--- config.mk ---
export PLATFORM = sky130hd
export DESIGN_NAME = pattern_flat
export DESIGN_NICKNAME = d
export VERILOG_FILES = /design/src/rtl/pattern_if.sv /design/src/rtl/pattern.sv /design/src/flat_wrapper.sv
export SDC_FILE = /design/constraint.sdc
export NUM_CORES = 1
export LEC_CHECK = 0
export BUFFER_PORTS_ARGS = -buffer_cell sky130_fd_sc_hd__buf_2
export CORE_AREA = 2 2 39 41
export DETAILED_ROUTE_END_ITERATION = 7
export DIE_AREA = 0 0 41 43
export GPL_TIMING_DRIVEN = 0
export PLACE_DENSITY = 0.36
export RECOVER_POWER = 50
export SLEW_MARGIN = 40
export SYNTH_ARGS = -nofsm -noshare
export SYNTH_HDL_FRONTEND = slang
export SYNTH_SLANG_ARGS = --single-unit
--- constraint.sdc ---
create_clock -name clk -period 1.2 [get_ports clk]
set_input_delay 0.12 -clock clk [delete_from_list [all_inputs] [get_ports clk]]
set_output_delay 0.12 -clock clk [all_outputs]
set_load 0.005 [all_outputs]
--- src/rtl/pattern_if.sv ---
// Serial bus between the front end and the pattern detector.
// match_cnt exists only when PATTERN_MATCH_CNT_EN is defined.
interface pattern_if;
    logic        bit_stream;
    logic        found;
`ifdef PATTERN_MATCH_CNT_EN
    logic [15:0] match_cnt;

    modport master (output bit_stream, input found, input match_cnt);
    modport slave  (input bit_stream, output found, output match_cnt);
`else
    modport master (output bit_stream, input found);
    modport slave  (input bit_stream, output found);
`endif
endinterface

--- src/rtl/pattern.sv ---
// Serial pattern detector: strobes found when the last PATT_W sampled bits equal PATTERN.
// Optional saturating match counter, enabled by defining PATTERN_MATCH_CNT_EN.
module pattern #(
    parameter int unsigned       PATT_W  = 4,
    parameter logic [PATT_W-1:0] PATTERN = 4'b1101
) (
    input  logic     clk,
    input  logic     rst_n,
    pattern_if.slave bus
);
    localparam int unsigned       FILL_W   = $clog2(PATT_W + 1);
    localparam logic [FILL_W-1:0] FILL_MAX = FILL_W'(PATT_W);
    localparam logic [FILL_W-1:0] FILL_ARM = FILL_W'(PATT_W - 1);
    localparam logic [FILL_W-1:0] FILL_ONE = FILL_W'(1);

    generate
        if (PATT_W < 2 || PATT_W > 32) begin : g_bad_width
            $fatal(1, "pattern: PATT_W=%0d is outside 2..32", PATT_W);
        end
    endgenerate

    logic [PATT_W-1:0] shreg;
    logic [FILL_W-1:0] fill;
    logic [PATT_W-1:0] hist_next;
    logic              hit;

    // The fill gate keeps the zero-cleared history from matching an all-zero PATTERN.
    assign hist_next = {shreg[PATT_W-2:0], bus.bit_stream};
    assign hit       = (hist_next == PATTERN) && (fill >= FILL_ARM);

    // rst_n is active-high; the bit on a reset edge is discarded.
    always_ff @(posedge clk) begin
        if (rst_n) begin
            shreg     <= '0;
            fill      <= '0;
            bus.found <= 1'b0;
        end else begin
            shreg <= hist_next;
            if (fill != FILL_MAX)
                fill <= fill + FILL_ONE;
            // An unknown compare falls into the else branch, so found stays 0.
            if (hit)
                bus.found <= 1'b1;
            else
                bus.found <= 1'b0;
        end
    end

`ifdef PATTERN_MATCH_CNT_EN
    always_ff @(posedge clk) begin
        if (rst_n)
            bus.match_cnt <= '0;
        else if (hit && (bus.match_cnt != 16'hFFFF))
            bus.match_cnt <= bus.match_cnt + 16'd1;
    end
`endif

`ifndef SYNTHESIS
    always_ff @(posedge clk) begin
        if (!rst_n)
            assert (!$isunknown(bus.bit_stream))
            else $error("pattern: bit_stream is X/Z at a sampling edge");
    end
`endif

endmodule

--- src/flat_wrapper.sv ---
// flat-port wrapper written by rule: the top's interface ports become plain ports
module pattern_flat 
#(
    parameter int unsigned       PATT_W  = 4,
    parameter logic [PATT_W-1:0] PATTERN = 4'b1101
)
  (clk, rst_n, bus_bit_stream, bus_found);
  pattern_if bus_i ();
  input  logic clk;
  input  logic rst_n;
  input wire logic [$bits(bus_i.bit_stream)-1:0] bus_bit_stream;
  output wire logic [$bits(bus_i.found)-1:0] bus_found;
  assign bus_i.bit_stream = bus_bit_stream;
  assign bus_found = bus_i.found;
  pattern #(.PATT_W(PATT_W), .PATTERN(PATTERN)) u_core (.clk(clk), .rst_n(rst_n), .bus(bus_i));
endmodule
-- Word-level counts from Yosys, hierarchy flattened
Cells that the tools add are included.
- add/subtract/negate cells: 1
- order comparisons: 1
- multiplexer cells: 1
- reduce and logical (&&, ||, !) cells: 1
- eq/ne operators: 2
- operators by type and width (kind ; number):
    4-bit == test (second input constant) ; 1
    3-bit by 1-bit adder with 3-bit output (second input constant) ; 1
    3-bit by 2-bit >= comparator with 1-bit output (second input constant) ; 1
    3-bit inequality test (second input constant) ; 1
    1-bit logical AND ; 1
    1-bit 2-to-1 mux ; 1
- bits in registers: 7
- bits of input ports: 3
- logic and storage cells: 9

-- Longest topological paths before layout
- depth in word-level cells: 3
- mapped depth: 4

-- Worst setup path before layout
OpenSTA, ideal clock, no wires.
- path kind: reg-to-reg
- from: register u_core.fill[0]
- to: register u_core.bus.found
- stages on the path, launching flop included: 5
- path slack: 0.115 ns
- period minus slack after synthesis: 1.085 ns
- arrival time: 0.958 ns
- required time: 1.073 ns
- setup time: 0.127 ns
- cell sequence: dfxtp_1 > ha_1 > ha_1 > a211oi_1 > nor4b_2
- word-level cells in the longest chain between the ends: 3
- RTL lines (element ; RTL line ; RTL):
    start, declared ; pattern.sv:23 ; logic [FILL_W-1:0] fill;
    start signal, assigned ; pattern.sv:40 ; fill <= fill + FILL_ONE;
    3-bit by 2-bit >= comparator with 1-bit output ; pattern.sv:29 ; assign hit = (hist_next == PATTERN) && (fill >= FILL_ARM);
    1-bit logical AND ; pattern.sv:29 ;
    1-bit 2-to-1 mux ; pattern.sv:42 ; if (hit)
    end signal, assigned ; pattern.sv:36 ; bus.found <= 1'b0;
    end signal, assigned ; pattern.sv:43 ; bus.found <= 1'b1;
    end signal, assigned ; pattern.sv:45 ; bus.found <= 1'b0;
    end, declared ; pattern_if.sv:13 ; modport slave (input bit_stream, output found);
No other way between the ends.
A chain may end at the register's enable or synchronous reset.

-- Final worst setup path
- from: register u_core.fill[1]
- to: register u_core.fill[1]
- word-level cells in the longest chain between the ends: 1
- elaborated cells on any way between the ends: 2
- classes of those cells: add/sub (1); eq/ne (1)
- RTL lines (element ; RTL line):
    3-bit by 1-bit adder with 3-bit output or 3-bit inequality test (tied branches) ; pattern.sv:40, pattern.sv:39
Parallel ways exist; a longest one is shown, timed or not.

==> metrics <==
part of the total power dissipated in the clock network=0.309; final worst hold slack=152.8 ps; post-synthesis sequential area ratio=0.5000; internal portion of total power=476.9 uW; drt wl/cell=9.440 um; total global routing overflow=0; result of the run=completed; startpoint-to-endpoint class of the critical path=reg -> reg; min Tclk post-route=1095 ps; drt first pass iters=2; type of the worst min-delay path=in -> reg; share of total power in combinational logic=0.217; count of synthesis-stage warnings from yosys=0; final max-slew violation count=0; most frequent standard cell in the layout excluding fill and tap cells=sky130_fd_sc_hd__dfxtp_1; CTS sink count=7; share of layout cells above drive strength 1=0.2059; I/O pin count=4; number of standard-cell rows in the floorplan=14; Max clock buf depth=2; number of fillers in the final layout=156; clock tree from TritonCTS=done; Floorplan Core Area=0.001384 mm^2; switching share of total power=0.2906; initial antenna violation count=0; clock skew=4.742 ps; maximum number of pins on one net before global-route repair=8; net count reported at finish=41; combined global-route utilization of all metal layers=0.07337; Reg power frac=0.473; depth of the CTS H-tree=1; count of inserted antenna diode cells=0; kind of end point of the critical path=flip-flop; number of nets with antenna violations after routing=0; total power per unit cell area=1947 mW/mm^2; GP Congestion=0.5554; setup repair after global routing missed its margin=no; Peak supply drop=0.4983 mV; final count of hold timing violations=0; total power draw=672.3 uW; Net Switching=195.3 uW; total standard cell area after synthesis=280.3 um^2; Buffers on Ports=3; count of maximum capacitance violations=0; area growth from synthesis to final layout=23.21%; type of element launching the critical path=flip-flop; depth of the most critical reg-to-reg path=4; Least-Margin Pin Slew=275.3 ps; required arrival time at the worst endpoint=1380 ps; total number of vias=202; fraction of the cycle the final worst path needs=0.9123; number of global-route vias before repair=189; signal arrival time at the worst endpoint=1270 ps; #FFs+latches synth=7; clock root buffer=sky130_fd_sc_hd__clkbuf_4; first-pass GRT wire length=745 um; violation count after the first detailed-routing iteration=4; area of the multi-input gates=133.9 um^2; overall die area=0.001763 mm^2; worst relative slew slack=0.8165; syn avg cell area=10.38 um^2; source-to-sink clock delay at the later pin of the worst-skew pair=250 ps; Initial Utilization=0.2025; maximum fanout encountered on the critical timing path=4; synthesized instance count=27; Reg area=141.4 um^2; via/cell ratio=4.040; setup TNS=0 ps; setup slack of the worst register-to-register path=110 ps; aggregate routed wire length=472 um; final setup vio count=0; hold depth=2; Clock Pin Slew Worst Setup and Hold Paths=50 ps; post-synthesis net count=33; buffers inserted by post-CTS timing repair=0; Die Y=43 um; cts bufs inserted=3; count of unresolved DRC violations after routing=0; synth unique cells=11; maximum achievable frequency=913.4 MHz; cell leakage power=0.1402 nW; die extent in x=41 um
## per-stage QoR
stage | cell area (um^2) | instances | setup WS, ps | util
after global placement | 315.3 | 46 | 32.93 | 0.2278
after detailed placement | 315.3 | 46 | 46.76 | 0.2278
after CTS | 341.6 | 50 | 35.36 | 0.2468
after floorplan | 280.3 | 27 | 114.5 | -
after global routing | 345.3 | 50 | 22.14 | 0.2495
final | 345.3 | 50 | 105.2 | 0.2495
## Yosys cell counts
library cell / instances / share of area
sky130_fd_sc_hd__nand2_1: 2 / 0.027
sky130_fd_sc_hd__nand3_1: 2 / 0.036
sky130_fd_sc_hd__nor2b_1: 3 / 0.067
sky130_fd_sc_hd__a21bo_1: 1 / 0.036
sky130_fd_sc_hd__a21o_1: 1 / 0.027
sky130_fd_sc_hd__inv_1: 3 / 0.040
sky130_fd_sc_hd__a21oi_1: 3 / 0.054
sky130_fd_sc_hd__ha_1: 3 / 0.13
sky130_fd_sc_hd__nor4b_2: 1 / 0.054
sky130_fd_sc_hd__a211oi_1: 1 / 0.027
sky130_fd_sc_hd__dfxtp_1: 7 / 0.50
## flip-flops by register name (all words and copies together), names as in the netlist
| signal | cells |
|---|---|
| u_core.bus.found | 1 |
| u_core.fill | 3 |
| u_core.shreg | 3 |
## final cells by class
class,instances,area share
Clock buffer,4,0.07609
Inverter,3,0.03261
Multi-Input combinational cell,17,0.3877
Sequential cell,7,0.4094
Tap cell,16,0.05797
Timing Repair Buffer,3,0.03623
## metal layers
| layer | GRT usage | up-vias | wire length (um) |
|---|---|---|---|
| li1 | - | 105 | - |
| met1 | 0.06452 | 93 | 200 |
| met2 | 0.09063 | 4 | 238 |
| met3 | 0.06283 | 0 | 34 |
| met4 | 0.08000 | 0 | 0 |
| met5 | 0 | - | 0 |
## cell families (layout without fill, tap and decap cells)
logic type	count (synthesis)	after routing	synth area share
compound gates	6	6	0.1429
flops	7	7	0.5000
simple gates	8	8	0.1830
fa+ha+maj	3	3	0.1339
buf+inv	3	10	0.04018
## power groups by stage
stage | clock [mW] | combinational (mW) | sequential, mW
finish | 0.208 | 0.146 | 0.318
global route | 0.240 | 0.172 | 0.325
CTS | 0.221 | 0.144 | 0.313
detailed placement | 0 | 0.144 | 0.318
global placement | 0 | 0.135 | 0.313
floorplan | 0 | 0.116 | 0.306
## worst max-delay path, cell delays in order, from the launching register on
cell and delay [ps]:
sky130_fd_sc_hd__dfxtp_1 380, sky130_fd_sc_hd__inv_1 60, sky130_fd_sc_hd__ha_1 270, sky130_fd_sc_hd__a21bo_1 190, sky130_fd_sc_hd__a21oi_1 120
## timing repair
item | 4_1_cts | 5_1_grt
resized for setup | 0 | 2
hold buffers | 0 | 0
endpoints found under the setup margin | 0 | 2
## final timing paths
kind                        start               end
hold / removal     bus_bit_stream   u_core.shreg[0]
hold reg to reg   u_core.shreg[0]  u_core.bus.found
setup / recovery   u_core.fill[1]    u_core.fill[1]
setup reg to reg   u_core.fill[1]    u_core.fill[1]
(Power assumes the default switching activity.)
